===== src/rtl/isr_tracker_pkg.sv =====
// ============================================================================
// Module   : isr_tracker_pkg
// Purpose  : Shared definitions for the Z80 instruction-boundary tracker:
//            prefix-state encoding, opcode constants, default protected I/O
//            window and the prefix next-state helper.
// Ports    : none (package)
// Revision : 1.0 - initial release
// ============================================================================
`default_nettype none

package isr_tracker_pkg;

  // Prefix state of the instruction currently being fetched.
  typedef enum logic [1:0] {
    ST_NONE = 2'd0,   // at an instruction boundary
    ST_CB   = 2'd1,   // CB prefix seen
    ST_ED   = 2'd2,   // ED prefix seen
    ST_IDX  = 2'd3    // DD/FD index prefix seen
  } prefix_state_t;

  localparam int          c_bus_w       = 8;

  localparam logic [7:0]  c_op_cb       = 8'hCB;
  localparam logic [7:0]  c_op_ed       = 8'hED;
  localparam logic [7:0]  c_op_dd       = 8'hDD;
  localparam logic [7:0]  c_op_fd       = 8'hFD;
  localparam logic [7:0]  c_op_retn     = 8'h45;  // second byte of ED 45
  localparam logic [7:0]  c_op_jp       = 8'hC3;

  localparam logic [7:0]  c_io_prot_base_dflt = 8'h40;
  localparam logic [7:0]  c_io_prot_mask_dflt = 8'hF0;

  // Next prefix state after an M1 fetch of 'op' from state 'cur'.
  // Returning ST_NONE means the fetch completed an instruction.
  function automatic prefix_state_t next_prefix(input prefix_state_t cur,
                                                input logic [7:0]    op);
    prefix_state_t nxt;
    nxt = ST_NONE;
    unique case (cur)
      ST_NONE: begin
        if (op == c_op_cb)                         nxt = ST_CB;
        else if (op == c_op_ed)                    nxt = ST_ED;
        else if ((op == c_op_dd) || (op == c_op_fd)) nxt = ST_IDX;
      end
      ST_IDX: begin
        // DD/FD CB: displacement and final opcode are non-M1 reads, so the
        // CB fetch is the last M1 of the instruction.
        if ((op == c_op_dd) || (op == c_op_fd))    nxt = ST_IDX;
        else if (op == c_op_ed)                    nxt = ST_ED;
      end
      default: nxt = ST_NONE;
    endcase
    return nxt;
  endfunction

endpackage

`default_nettype wire


===== src/rtl/isr_tracker_if.sv =====
// ============================================================================
// Module   : isr_tracker_if
// Purpose  : Raw Z80 bus bundle observed by the tracker.
// Ports    : m1_n, mreq_n, iorq_n, rd_n  - raw active-low control strobes
//            addr_lo[7:0]                - Z80 A7..A0
//            data[7:0]                   - Z80 D7..D0
//            modport master drives the bus (CPU side / bench),
//            modport slave observes it (tracker).
// Revision : 1.0 - initial release
// ============================================================================
`default_nettype none

interface isr_tracker_if;
  import isr_tracker_pkg::*;

  logic               m1_n;
  logic               mreq_n;
  logic               iorq_n;
  logic               rd_n;
  logic [c_bus_w-1:0] addr_lo;
  logic [c_bus_w-1:0] data;

  modport master (
    output m1_n, mreq_n, iorq_n, rd_n, addr_lo, data
  );

  modport slave (
    input  m1_n, mreq_n, iorq_n, rd_n, addr_lo, data
  );

endinterface

`default_nettype wire


===== src/rtl/isr_tracker_z80_bus_sync.sv =====
// ============================================================================
// Module   : z80_bus_sync
// Purpose  : Synchronizes the asynchronous Z80 strobes into clk and delays
//            addr_lo/data by the same depth so they stay aligned with them.
// Ports    : clk, rst                 - system clock, sync active-high reset
//            bus (slave)              - raw Z80 bus
//            sync_m1_n/mreq_n/iorq_n/rd_n - synchronized strobes
//            sync_addr_lo, sync_data  - aligned address / data
// Params   : SYNC_STAGES - flop depth (>= 1)
// Revision : 1.0 - initial release
// ============================================================================
`default_nettype none

module z80_bus_sync
  import isr_tracker_pkg::*;
#(
  parameter int SYNC_STAGES = 2
) (
  input  logic               clk,
  input  logic               rst,
  isr_tracker_if.slave       bus,
  output logic               sync_m1_n,
  output logic               sync_mreq_n,
  output logic               sync_iorq_n,
  output logic               sync_rd_n,
  output logic [c_bus_w-1:0] sync_addr_lo,
  output logic [c_bus_w-1:0] sync_data
);

  // Strobe stages packed as {m1_n, mreq_n, iorq_n, rd_n}; bus stages as
  // {addr_lo, data}. Stage SYNC_STAGES-1 is the aligned output.
  logic [3:0]           r_strobe [SYNC_STAGES];
  logic [2*c_bus_w-1:0] r_bus    [SYNC_STAGES];

  always_ff @(posedge clk) begin
    if (rst) begin
      for (int i = 0; i < SYNC_STAGES; i++) begin
        r_strobe[i] <= 4'b1111;
        r_bus[i]    <= '0;
      end
    end else begin
      r_strobe[0] <= {bus.m1_n, bus.mreq_n, bus.iorq_n, bus.rd_n};
      r_bus[0]    <= {bus.addr_lo, bus.data};
      for (int i = 1; i < SYNC_STAGES; i++) begin
        r_strobe[i] <= r_strobe[i-1];
        r_bus[i]    <= r_bus[i-1];
      end
    end
  end

  assign {sync_m1_n, sync_mreq_n, sync_iorq_n, sync_rd_n} = r_strobe[SYNC_STAGES-1];
  assign {sync_addr_lo, sync_data}                        = r_bus[SYNC_STAGES-1];

endmodule

`default_nettype wire


===== src/rtl/isr_tracker.sv =====
// ============================================================================
// Module   : isr_tracker
// Purpose  : Z80 bus observer. Follows M1 fetches through CB/ED/DD/FD prefix
//            sequences to qualify instruction boundaries for trap entry/exit,
//            and flags I/O accesses to a protected port window while
//            virtualization is active outside a trap.
// Ports    : clk, rst          - system clock (>= 4x Z80 clock), sync reset
//            bus (slave)       - raw Z80 bus (m1_n, mreq_n, iorq_n, rd_n,
//                                addr_lo, data)
//            virtual_enabled   - virtualization active
//            trap_state        - trap in progress
//            new_isr           - next M1 starts a fresh instruction
//            last_isr_untrap   - last completed instruction was an untrap
//            io_violation      - protected I/O cycle in progress
//            last_opcode[7:0]  - last captured M1 opcode
// Config   : ISR_TRACKER_UNTRAP_JP_EN - when defined, an unprefixed C3
//            (JP nn) also counts as an untrap instruction.
// Revision : 1.0 - initial release
// ============================================================================
`default_nettype none

module isr_tracker
  import isr_tracker_pkg::*;
#(
  parameter int         SYNC_STAGES  = 2,
  parameter logic [7:0] IO_PROT_BASE = c_io_prot_base_dflt,
  parameter logic [7:0] IO_PROT_MASK = c_io_prot_mask_dflt
) (
  input  logic               clk,
  input  logic               rst,
  isr_tracker_if.slave       bus,
  input  logic               virtual_enabled,
  input  logic               trap_state,
  output logic               new_isr,
  output logic               last_isr_untrap,
  output logic               io_violation,
  output logic [c_bus_w-1:0] last_opcode
);

  localparam int c_flush_w = (SYNC_STAGES < 1) ? 1 : $clog2(SYNC_STAGES + 1);

  logic               w_m1_n, w_mreq_n, w_iorq_n, w_rd_n;
  logic [c_bus_w-1:0] w_addr_lo, w_data;

  z80_bus_sync #(
    .SYNC_STAGES (SYNC_STAGES)
  ) u_sync (
    .clk          (clk),
    .rst          (rst),
    .bus          (bus),
    .sync_m1_n    (w_m1_n),
    .sync_mreq_n  (w_mreq_n),
    .sync_iorq_n  (w_iorq_n),
    .sync_rd_n    (w_rd_n),
    .sync_addr_lo (w_addr_lo),
    .sync_data    (w_data)
  );

  // Previous-clock copies. M1 and MREQ are taken from the clock before the
  // RD rising edge so a CPU releasing M1/MREQ together with RD still counts.
  logic               r_rd_n_prev, r_m1_n_prev, r_mreq_n_prev;
  logic [c_bus_w-1:0] r_data_prev;

  always_ff @(posedge clk) begin
    if (rst) begin
      r_rd_n_prev   <= 1'b1;
      r_m1_n_prev   <= 1'b1;
      r_mreq_n_prev <= 1'b1;
      r_data_prev   <= '0;
    end else begin
      r_rd_n_prev   <= w_rd_n;
      r_m1_n_prev   <= w_m1_n;
      r_mreq_n_prev <= w_mreq_n;
      r_data_prev   <= w_data;
    end
  end

  logic w_intack;
  logic w_fetch_end;

  assign w_intack    = ~w_m1_n & ~w_iorq_n;
  assign w_fetch_end = w_rd_n & ~r_rd_n_prev & ~r_m1_n_prev & ~r_mreq_n_prev & ~w_intack;

  // --------------------------------------------------------------------------
  // Prefix FSM with registered qualifiers
  // --------------------------------------------------------------------------
  prefix_state_t      r_state;
  prefix_state_t      w_next_state;
  logic               w_untrap_retn;
  logic               w_untrap_jp;
  logic               r_new_isr;
  logic               r_untrap;
  logic [c_bus_w-1:0] r_last_opcode;

  assign w_next_state  = next_prefix(r_state, r_data_prev);
  assign w_untrap_retn = (r_state == ST_ED) && (r_data_prev == c_op_retn);

`ifdef ISR_TRACKER_UNTRAP_JP_EN
  assign w_untrap_jp   = (r_state == ST_NONE) && (r_data_prev == c_op_jp);
`else
  assign w_untrap_jp   = 1'b0;
`endif

  always_ff @(posedge clk) begin
    if (rst) begin
      r_state       <= ST_NONE;
      r_new_isr     <= 1'b1;
      r_untrap      <= 1'b0;
      r_last_opcode <= '0;
    end else if (w_intack) begin
      r_state       <= ST_NONE;
      r_new_isr     <= 1'b1;
      r_untrap      <= 1'b0;
    end else if (w_fetch_end) begin
      r_state       <= w_next_state;
      r_new_isr     <= (w_next_state == ST_NONE);
      r_last_opcode <= r_data_prev;
      // Only a completing fetch reports; prefix bytes keep the old verdict.
      if (w_next_state == ST_NONE) begin
        r_untrap    <= w_untrap_retn | w_untrap_jp;
      end
    end
  end

  // --------------------------------------------------------------------------
  // Protected I/O window
  // --------------------------------------------------------------------------
  // After reset the synchronizer still shows idle strobes for SYNC_STAGES
  // clocks. Flagging is armed only once IORQ has been seen high on a fully
  // refreshed pipeline, so a cycle already running at reset release is
  // ignored.
  logic [c_flush_w-1:0] r_flush_cnt;
  logic                 w_flushed;
  logic                 r_io_armed;
  logic                 r_io_violation;
  logic                 w_io_hit;

  assign w_flushed = (r_flush_cnt == c_flush_w'(SYNC_STAGES));
  assign w_io_hit  = r_io_armed & ~w_iorq_n & w_m1_n
                   & ((w_addr_lo & IO_PROT_MASK) == (IO_PROT_BASE & IO_PROT_MASK))
                   & virtual_enabled & ~trap_state;

  always_ff @(posedge clk) begin
    if (rst) begin
      r_flush_cnt    <= '0;
      r_io_armed     <= 1'b0;
      r_io_violation <= 1'b0;
    end else begin
      if (!w_flushed) begin
        r_flush_cnt  <= r_flush_cnt + c_flush_w'(1);
      end
      if (w_flushed && w_iorq_n) begin
        r_io_armed   <= 1'b1;
      end
      // Once set, the flag ignores trap/virtual changes until IORQ ends.
      if (w_iorq_n) begin
        r_io_violation <= 1'b0;
      end else if (w_io_hit) begin
        r_io_violation <= 1'b1;
      end
    end
  end

  assign new_isr         = r_new_isr;
  assign last_isr_untrap = r_untrap;
  assign io_violation    = r_io_violation;
  assign last_opcode     = r_last_opcode;

endmodule

`default_nettype wire


===== src/flat_wrapper.sv =====
// flat-port wrapper written by rule: the top's interface ports become plain ports
module isr_tracker_flat import isr_tracker_pkg::*;
#(
  parameter int         SYNC_STAGES  = 2,
  parameter logic [7:0] IO_PROT_BASE = c_io_prot_base_dflt,
  parameter logic [7:0] IO_PROT_MASK = c_io_prot_mask_dflt
)
  (clk, rst, virtual_enabled, trap_state, new_isr, last_isr_untrap, io_violation, last_opcode, bus_m1_n, bus_mreq_n, bus_iorq_n, bus_rd_n, bus_addr_lo, bus_data);
  isr_tracker_if bus_i ();
  input  logic clk;
  input  logic rst;
  input  logic virtual_enabled;
  input  logic trap_state;
  output logic new_isr;
  output logic last_isr_untrap;
  output logic io_violation;
  output logic [c_bus_w-1:0] last_opcode;
  input wire logic [$bits(bus_i.m1_n)-1:0] bus_m1_n;
  input wire logic [$bits(bus_i.mreq_n)-1:0] bus_mreq_n;
  input wire logic [$bits(bus_i.iorq_n)-1:0] bus_iorq_n;
  input wire logic [$bits(bus_i.rd_n)-1:0] bus_rd_n;
  input wire logic [$bits(bus_i.addr_lo)-1:0] bus_addr_lo;
  input wire logic [$bits(bus_i.data)-1:0] bus_data;
  assign bus_i.m1_n = bus_m1_n;
  assign bus_i.mreq_n = bus_mreq_n;
  assign bus_i.iorq_n = bus_iorq_n;
  assign bus_i.rd_n = bus_rd_n;
  assign bus_i.addr_lo = bus_addr_lo;
  assign bus_i.data = bus_data;
  isr_tracker #(.SYNC_STAGES(SYNC_STAGES), .IO_PROT_BASE(IO_PROT_BASE), .IO_PROT_MASK(IO_PROT_MASK)) u_core (.clk(clk), .rst(rst), .bus(bus_i), .virtual_enabled(virtual_enabled), .trap_state(trap_state), .new_isr(new_isr), .last_isr_untrap(last_isr_untrap), .io_violation(io_violation), .last_opcode(last_opcode));
endmodule

===== config.mk =====
export PLATFORM = sky130hd
export DESIGN_NAME = isr_tracker_flat
export DESIGN_NICKNAME = d
export VERILOG_FILES = /design/src/rtl/isr_tracker_pkg.sv /design/src/rtl/isr_tracker_if.sv /design/src/rtl/isr_tracker_z80_bus_sync.sv /design/src/rtl/isr_tracker.sv /design/src/flat_wrapper.sv
export SDC_FILE = /design/constraint.sdc
export NUM_CORES = 1
export LEC_CHECK = 0
export ABC_AREA = 1
export CORE_MARGIN = 5
export CORE_UTILIZATION = 50
export DETAILED_ROUTE_END_ITERATION = 8
export GPL_ROUTABILITY_DRIVEN = 0
export PLACE_DENSITY_LB_ADDON = 0.3
export SLEW_MARGIN = 20
export SYNTH_ARGS = -nofsm -noshare
export SYNTH_HDL_FRONTEND = slang
export SYNTH_SLANG_ARGS = --single-unit

===== constraint.sdc =====
create_clock -name clk -period 1.71 [get_ports clk]
set_clock_uncertainty 0.1 [all_clocks]
set_input_delay 0.2565 -clock clk [delete_from_list [all_inputs] [get_ports clk]]
set_output_delay 0.2565 -clock clk [all_outputs]
set_load 0.02 [all_outputs]

==> impl_metrics.json, run 1 <==
{
  "syn_nets": 258,
  "grt_usage_pct": 12.3,
  "cts_hold_buf": 0,
  "fin_util_pct": 67.7,
  "netlist_top_cells_area": "dfxtp_1 (60%), nor2_1 (11%), inv_1 (9.0%), or2_2 (3.2%), o21ai_0 (2.8%)",
  "post_cts_buffers": 0,
  "cpMaxStageDelayCell": "clkdlybuf4s50_1",
  "ff2ff_setup_slack_ns": 0.23,
  "grt_max_degree": 27,
  "status": "complete, no violations",
  "setup_tns_ns": 0,
  "cts_tree": "built",
  "clkTransAtPathRegs_ns": 0.06,
  "cts_root_buffer": "clkbuf_8",
  "grt_pass1_vias": 1238,
  "maxCapViolCount": 0,
  "period_minus_slack_ns": 1.61,
  "synth_ff_type": "dfxtp_1",
  "holdPathStages": 2,
  "slowest_delay_ns": 0.61,
  "core_area_sq_um": 3720,
  "hold_viol_final": 0,
  "synth_largest_area_cell": "dfxtp_1",
  "postLayoutCellArea_sq_um": 2520,
  "r2r-start": "u_core.r_state[1]",
  "rows": 22,
  "ys_seq_area_share_pct": 60.5,
  "p_leak_nw": 1.13,
  "area_delta_synth_final_pct": 28.9,
  "rsz0062_at_grt": "no",
  "peakVddDrop_mv": 0.693,
  "synth_most_common_cell": "dfxtp_1",
  "vias": 1361,
  "fp.dieW_microns": 72.5,
  "finalSetupViolCount": 0,
  "critPathMaxFanout": 2,
  "detailed_place_hpwl_microns": 2010,
  "synth_cell_type_count": 20,
  "yosys-top-cells-count": "dfxtp_1 (59), nor2_1 (55), inv_1 (47)",
  "syn_inst": 230,
  "avgSynthCellArea_sq_um": 8.49,
  "max_freq_mhz": 621,
  "crit_required_ns": 1.35,
  "clockBufferDepth": 2,
  "drtIter0Drc": 83,
  "numPortBuffers": 30,
  "grt_pass1_wl_microns": 5000,
  "crit_chain": "clkdlybuf4s50_1",
  "yosys_warnings": 0,
  "antenna_found_initial": 0,
  "htreeDepth": 3,
  "fin_nets": 297,
  "die_area_sq_um": 5260,
  "fin_cells": 322,
  "cts_buffers": 9,
  "crit_family": "buffers and inverters",
  "num_io_pins": 35,
  "drc_errors": 0,
  "ctsResizeCount": 0,
  "cp-end-kind": "output pin",
  "synthDominantCellAreaShare_pct": 60.5,
  "synth_area_sq_um": 1950,
  "n_antenna_cell": 0,
  "num-fill-cells": 305,
  "hold_path.class": "flop to flop",
  "grt_overflow_total": 0,
  "finalCritPeriodShare_pct": 94.2,
  "cts.sinks": 59,
  "postPlaceCellArea_sq_um": 2330,
  "drive_above_1_share_pct": 12.4,
  "criticalPathCategory": "flop to output pin",
  "worst_pin_slew_ns": 0.303,
  "finalWirelength_microns": 2830,
  "worstPathArrival_ns": 1.26,
  "cp-start-kind": "flop",
  "wl_per_cell_microns": 8.80,
  "initial_core_util_pct": 52.6,
  "placedCellCount": 306,
  "holdCritStartpoint": "u_core.u_sync.r_bus[0][21]",
  "fp.dieH_microns": 72.5,
  "p_total_mw": 2.79,
  "worst-path-buf-inv": 1,
  "power-per-cell-area_nw_per_um2": 1110,
  "ys_ff_latch": 59,
  "max_slew_margin_pct": 79.8,
  "holdPathEnd": "u_core.r_data_prev[5]",
  "postRouteAntennaNets": 0,
  "routed_via_density": 4.23,
  "synth-edff-count": 0,
  "finalMaxSlewViolations": 0,
  "ys_async_sr_fraction_pct": 0,
  "dr.pass1.iters": 4,
  "r2r_cells": 11,
  "rr_endpoint": "u_core.last_isr_untrap",
  "clk_latency_ns": 0.31
}
## metrics by stage
step           setup WS [ns]  hold slack, ns
5_1_grt               0.0498           0.315
3_5_place_dp           0.151           0.293
2_1_floorplan          0.366           0.260
3_3_place_gp           0.146           0.289
4_1_cts               0.0729           0.298
6_report              0.0985           0.293
## kinds of logic after synthesis
group	after synthesis	share of synthesized area, %
buf+inv	54	10.8
flops	59	60.5
simple gates	93	21.1
fa+ha+maj	4	2.56
compound gates	20	5.12
## sequential cells by signal (all words and copies together) (netlist names)
| signal | count |
|---|---|
| u_core.r_flush_cnt | 2 |
| u_core.r_data_prev | 8 |
| u_core.u_sync.r_bus | 24 |
| u_core.r_m1_n_prev | 1 |
| u_core.r_state | 2 |
| u_core.last_opcode | 8 |
| u_core.r_rd_n_prev | 1 |
| u_core.r_mreq_n_prev | 1 |
| u_core.last_isr_untrap | 1 |
| u_core.r_io_armed | 1 |
| u_core.u_sync.r_strobe | 8 |
| u_core.new_isr | 1 |
| u_core.io_violation | 1 |
## worst max-delay path by stage
stage | cells past startpoint | to | startpoint
after detailed placement | 3 | u_core.u_sync.r_strobe[0][5] | rst
after floorplan | 10 | u_core.last_isr_untrap | u_core.r_state[0]
after CTS | 1 | io_violation | u_core.io_violation
after global placement | 3 | u_core.u_sync.r_strobe[0][5] | rst
after global routing | 1 | last_opcode[2] | u_core.last_opcode[2]
final | 1 | last_opcode[1] | u_core.last_opcode[1]
## report_power, final
group	internal [mW]	leakage, nW	switching (mW)
registers	1.44	0.484	0.0202
clock network	0.684	0.0997	0.471
logic	0.0941	0.545	0.0828
total	2.22	1.13	0.574
## area by class of cell
type                    count  area [sq um]  area share (%)
repair buffers             34           343            13.6
well taps                  48          60.1            2.39
inverters                  48           180            7.16
flip-flops and latches     59          1180            46.9
clock inverters             1          5.00           0.199
multi-input cells         117           562            22.3
clock buffers              15           186            7.41
## placed cells by master (no fill, tap or decap), types with 3 or more instances in the layout
cell / instances
nor2_1: 55
clkdlybuf4s50_1: 30
inv_1: 47
o21ai_0: 11
buf_4: 3
nand2_1: 14
a21oi_1: 9
dfxtp_1: 59
nand3_1: 4
clkbuf_8: 13
or2_2: 10
ha_1: 4
## routing by layer
metal / part of all wire [%] / track usage, % / wire length, microns / up-vias
met5: 0 / 0 / 0 / -
met4: 2.1 / 8.61 / 59 / 0
met3: 5.3 / 4.02 / 149 / 7
met2: 46 / 18.4 / 1300 / 26
met1: 47 / 14.7 / 1320 / 573
li1: - / - / - / 755
## tightest hold or removal path: cells and delay by family (launching register included)
| kind | cells | cell delay, ns |
|---|---|---|
| DFF | 1 | 0.29 |
| buffers and inverters | 1 | 0.04 |
| and+or+nand+nor | 1 | 0.03 |
No activity file was read; power rests on OpenSTA's default activity.
==> inputs of run 2 (changes only) <==
PLACE_DENSITY = 0.77   (was unset)
PLACE_DENSITY_LB_ADDON = unset   (was 0.3)
TNS_END_PERCENT = 5   (was unset)
==> impl_metrics.json, run 2 (synthesized netlist as in run 1, its figures left out) <==
{
  "n_antenna_cell": 0,
  "grt_overflow_total": 0,
  "setup_tns_ns": 0,
  "finalMaxSlewViolations": 0,
  "r2r-start": "u_core.r_state[0]",
  "grt_max_degree": 37,
  "crit_required_ns": 1.35,
  "met3_wirelength_microns": 188,
  "finalCritPeriodShare_pct": 95.5,
  "worstPathArrival_ns": 1.28,
  "top_register": "u_core.u_sync.r_bus",
  "numPortBuffers": 30,
  "holdPathStages": 2,
  "crit_chain": "clkdlybuf4s50_1",
  "grt_pass1_vias": 1177,
  "cp-start-kind": "flop",
  "ff2ff_setup_slack_ns": 0.21,
  "area_delta_synth_final_pct": 27.5,
  "rsz0062_at_grt": "no",
  "detailed_place_hpwl_microns": 2040,
  "drive_above_1_share_pct": 11.8,
  "criticalPathCategory": "flop to output pin",
  "vias": 1366,
  "maxCapViolCount": 0,
  "p_total_mw": 2.74,
  "cts_hold_buf": 0,
  "clkTransAtPathRegs_ns": 0.06,
  "cts_tree": "built",
  "worst_pin_slew_ns": 0.334,
  "rr_endpoint": "u_core.last_isr_untrap",
  "clockBufferDepth": 2,
  "clk_latency_ns": 0.32,
  "period_minus_slack_ns": 1.63,
  "hold_viol_final": 0,
  "holdPathEnd": "u_core.r_data_prev[0]",
  "critPathMaxFanout": 2,
  "crit_family": "buffers and inverters",
  "layout_common_cells": "dfxtp_1 (59), nor2_1 (55), inv_1 (47), clkdlybuf4s50_1 (30), nand2_1 (14)",
  "cts_root_buffer": "clkbuf_8",
  "holdCritStartpoint": "u_core.u_sync.r_bus[0][16]",
  "post_cts_buffers": 0,
  "num_io_pins": 35,
  "rows": 22,
  "max_freq_mhz": 613,
  "drtIter0Drc": 110,
  "status": "complete, no violations",
  "cp-end-kind": "output pin",
  "peakVddDrop_mv": 0.812,
  "final_common_cell": "dfxtp_1",
  "wl_met2_microns": 1340,
  "finalSetupViolCount": 0,
  "slowest_delay_ns": 0.61,
  "postLayoutCellArea_sq_um": 2490,
  "hold_path.class": "flop to flop",
  "fp.dieW_microns": 72.5,
  "wl_per_cell_microns": 9.06,
  "antenna_found_initial": 0,
  "cpMaxStageDelayCell": "clkdlybuf4s50_1",
  "fin_nets": 295,
  "grt_pass1_wl_microns": 4840,
  "postPlaceCellArea_sq_um": 2310,
  "initial_core_util_pct": 52.6,
  "max_slew_margin_pct": 77.7,
  "p_leak_nw": 1.11,
  "htreeDepth": 3,
  "finalWirelength_microns": 2890,
  "cts_buffers": 9,
  "cts.sinks": 59,
  "postRouteAntennaNets": 0,
  "r2r_cells": 10,
  "ctsResizeCount": 0,
  "power-per-cell-area_nw_per_um2": 1100,
  "core_area_sq_um": 3720,
  "dr.pass1.iters": 6,
  "routed_via_density": 4.28,
  "wl_met1_microns": 1290,
  "drc_errors": 0,
  "grt_usage_pct": 12.4,
  "fp.dieH_microns": 72.5,
  "die_area_sq_um": 5260,
  "worst-path-buf-inv": 1,
  "largest_reg_flops": 24,
  "top_layer": "met4"
}
==> run 2: cell count changes in the layout (fill, tap and decap cells not counted), sizes merged <==
cell	delta
clkbuf	-2
clkinv	+1
buf	-2
==> run 2: final cells by class <==
| class | instances | area [sq um] |
|---|---|---|
| clock inverter | 2 | 10.0 |
| inverter | 48 | 180 |
| tap | 48 | 60.1 |
| multi-input combinational | 117 | 562 |
| fill | 326 | 1230 |
| clock buffer | 13 | 169 |
| sequential | 59 | 1180 |
| timing repair buffer | 32 | 328 |
==> run 2: worst max path at each step <==
stage	start	endpoint	slack, ns	cells past startpoint
2_1_floorplan	u_core.r_state[0]	u_core.last_isr_untrap	0.37	10
3_3_place_gp	rst	u_core.u_sync.r_strobe[0][2]	0.20	3
3_5_place_dp	rst	u_core.u_sync.r_strobe[0][0]	0.18	3
4_1_cts	u_core.last_opcode[1]	last_opcode[1]	0.05	1
5_1_grt	u_core.last_opcode[2]	last_opcode[2]	0.03	1
6_report	u_core.last_opcode[1]	last_opcode[1]	0.08	1
==> run 2: per-stage QoR <==
stage	util, %	hold WS [ns]	instances	setup slack (ns)
floorplan	-	0.260	230	0.366
global route	67.0	0.308	319	0.0287
CTS	67.0	0.299	319	0.0518
finish	67.0	0.296	319	0.0776
detailed placement	62.2	0.292	304	0.177
global placement	62.2	0.289	304	0.201
==> run 2: routing by layer <==
layer | vias to the layer above | GRT usage, %
met1 | 579 | 13.7
met3 | 7 | 4.16
met5 | - | 0
met4 | 0 | 9.84
li1 | 751 | -
met2 | 29 | 19.4
==> run 2: where the power goes <==
part | switching, mW | internal, mW | leakage, nW | total, mW
Combinational | 0.0858 | 0.0938 | 0.534 | 0.180
Sequential | 0.0208 | 1.44 | 0.484 | 1.46
Clock | 0.470 | 0.631 | 0.0953 | 1.10
==> run 2: worst reg2reg max path, stage by stage, from the launching register on <==
cell and delay, ns:
dfxtp_1 0.36, inv_1 0.07, ha_1 0.21, nor2_1 0.15, inv_1 0.06, nand3_1 0.07
nand2_1 0.05, nand2_1 0.08, nand2_2 0.07, nor2_1 0.11, nor2_1 0.06
==> inputs of run 3 (changes only) <==
CORE_UTILIZATION = 45   (was 50)
PLACE_DENSITY = 0.7   (was 0.77)
==> impl_metrics.json, run 3 (synthesized netlist as in run 1, its figures left out) <==
{
  "crit_family": "buffers and inverters",
  "crit_chain": "clkdlybuf4s50_1",
  "power-per-cell-area_nw_per_um2": 1160,
  "maxCapViolCount": 0,
  "r2r_cells": 10,
  "drtIter0Drc": 63,
  "holdPathStages": 2,
  "crit_required_ns": 1.35,
  "slowest_delay_ns": 0.61,
  "hold_viol_final": 0,
  "finalCritPeriodShare_pct": 95.0,
  "worst-path-buf-inv": 1,
  "cts_buffers": 9,
  "cts.sinks": 59,
  "hold_path.class": "flop to flop",
  "ff2ff_setup_slack_ns": 0.25,
  "cts_root_buffer": "clkbuf_8",
  "fin_nets": 297,
  "finalWirelength_microns": 2790,
  "fp.dieH_microns": 75.9,
  "dr.pass1.iters": 4,
  "max_freq_mhz": 616,
  "p_leak_nw": 1.13,
  "ctsResizeCount": 0,
  "rsz0062_at_grt": "no",
  "max_slew_margin_pct": 77.7,
  "antenna_found_initial": 0,
  "p_total_mw": 2.94,
  "largest_reg_flops": 24,
  "setup_tns_ns": 0,
  "numPortBuffers": 30,
  "routed_via_density": 4.22,
  "top_register": "u_core.u_sync.r_bus",
  "rr_endpoint": "u_core.last_isr_untrap",
  "cpMaxStageDelayCell": "clkdlybuf4s50_1",
  "n_antenna_cell": 0,
  "grt_usage_pct": 11.5,
  "clk_latency_ns": 0.32,
  "cp-start-kind": "flop",
  "criticalPathCategory": "flop to output pin",
  "holdCritStartpoint": "u_core.u_sync.r_bus[0][5]",
  "die_area_sq_um": 5760,
  "fp.dieW_microns": 75.9,
  "register_area_sq_um": 1180,
  "fin_cells": 326,
  "num-fill-cells": 403,
  "grt_overflow_total": 0,
  "post-place-ws_ns": 0.156,
  "detailed_place_hpwl_microns": 2030,
  "r2r-start": "u_core.r_state[0]",
  "num_io_pins": 35,
  "cp-end-kind": "output pin",
  "vias": 1375,
  "cts_hold_buf": 0,
  "wl_per_cell_microns": 8.56,
  "layout_common_cells": "dfxtp_1 (59), nor2_1 (55), inv_1 (47), clkdlybuf4s50_1 (30), nand2_1 (14)",
  "layout_setup_ws_ns": 0.0856,
  "final_common_cell": "dfxtp_1",
  "critPathMaxFanout": 2,
  "placedCellCount": 310,
  "initial_core_util_pct": 45.5,
  "status": "complete, no violations",
  "period_minus_slack_ns": 1.62,
  "rows": 24,
  "multi_input_area_sq_um": 562,
  "post_cts_buffers": 0,
  "grt_pass1_vias": 1246,
  "area_delta_synth_final_pct": 29.3,
  "drc_errors": 0,
  "peakVddDrop_mv": 0.598,
  "drive_above_1_share_pct": 12.8,
  "grt_max_degree": 18,
  "worst_pin_slew_ns": 0.334,
  "finalSetupViolCount": 0,
  "core_area_sq_um": 4290,
  "clockBufferDepth": 2,
  "postRouteAntennaNets": 0,
  "holdPathEnd": "u_core.u_sync.r_bus[0][21]",
  "htreeDepth": 3,
  "clkTransAtPathRegs_ns": 0.07,
  "cts_tree": "built",
  "fin_util_pct": 58.8,
  "grt_pass1_wl_microns": 4940,
  "worstPathArrival_ns": 1.27,
  "finalMaxSlewViolations": 0
}
## run 3: cell count changes in the layout (fill, tap and decap cells not counted), sizes merged
| cell | before | now |
|---|---|---|
| clkinv | 2 | 4 |
| bufinv | 0 | 2 |
| buf | 2 | 4 |
| clkbuf | 13 | 10 |
## run 3: metal layers
metal | track usage [%] | part of all wire (%) | vias up | routed length (microns)
met2 | 18.0 | 48 | 26 | 1350
met1 | 13.6 | 45 | 591 | 1250
met4 | 4.66 | 0.36 | 0 | 10
li1 | - | - | 756 | -
met3 | 5.54 | 6.2 | 2 | 174
met5 | 0 | 0 | - | 0
## run 3: worst max path at each step
stage / startpoint / end / slack, ns / cells after the start
after detailed placement: rst / u_core.u_sync.r_bus[0][0] / 0.16 / 4
after global routing: u_core.io_violation / io_violation / 0.02 / 1
after floorplan: u_core.r_state[0] / u_core.last_isr_untrap / 0.37 / 10
final: u_core.last_opcode[0] / last_opcode[0] / 0.09 / 1
after global placement: rst / u_core.u_sync.r_bus[0][2] / 0.15 / 4
after CTS: u_core.last_opcode[1] / last_opcode[1] / 0.06 / 1
## run 3: final cells by class
cell class | instances | area share (%)
Clock buffer | 10 | 5.05
Clock inverter | 6 | 3.17
Inverter | 48 | 7.13
Multi-Input combinational cell | 117 | 22.2
Sequential cell | 59 | 46.8
Tap cell | 52 | 2.58
Timing Repair Buffer | 34 | 13.1
## run 3: through the flow
step	hold WS, ns	area, sq um
2_1_floorplan	0.260	1950
3_3_place_gp	0.290	2320
3_5_place_dp	0.292	2320
4_1_cts	0.301	2530
5_1_grt	0.314	2530
6_report	0.292	2530
## run 3: where the power goes
part | switching, mW | internal [mW]
Combinational | 0.0822 | 0.0927
Clock | 0.496 | 0.810
Sequential | 0.0211 | 1.44
Total | 0.599 | 2.34
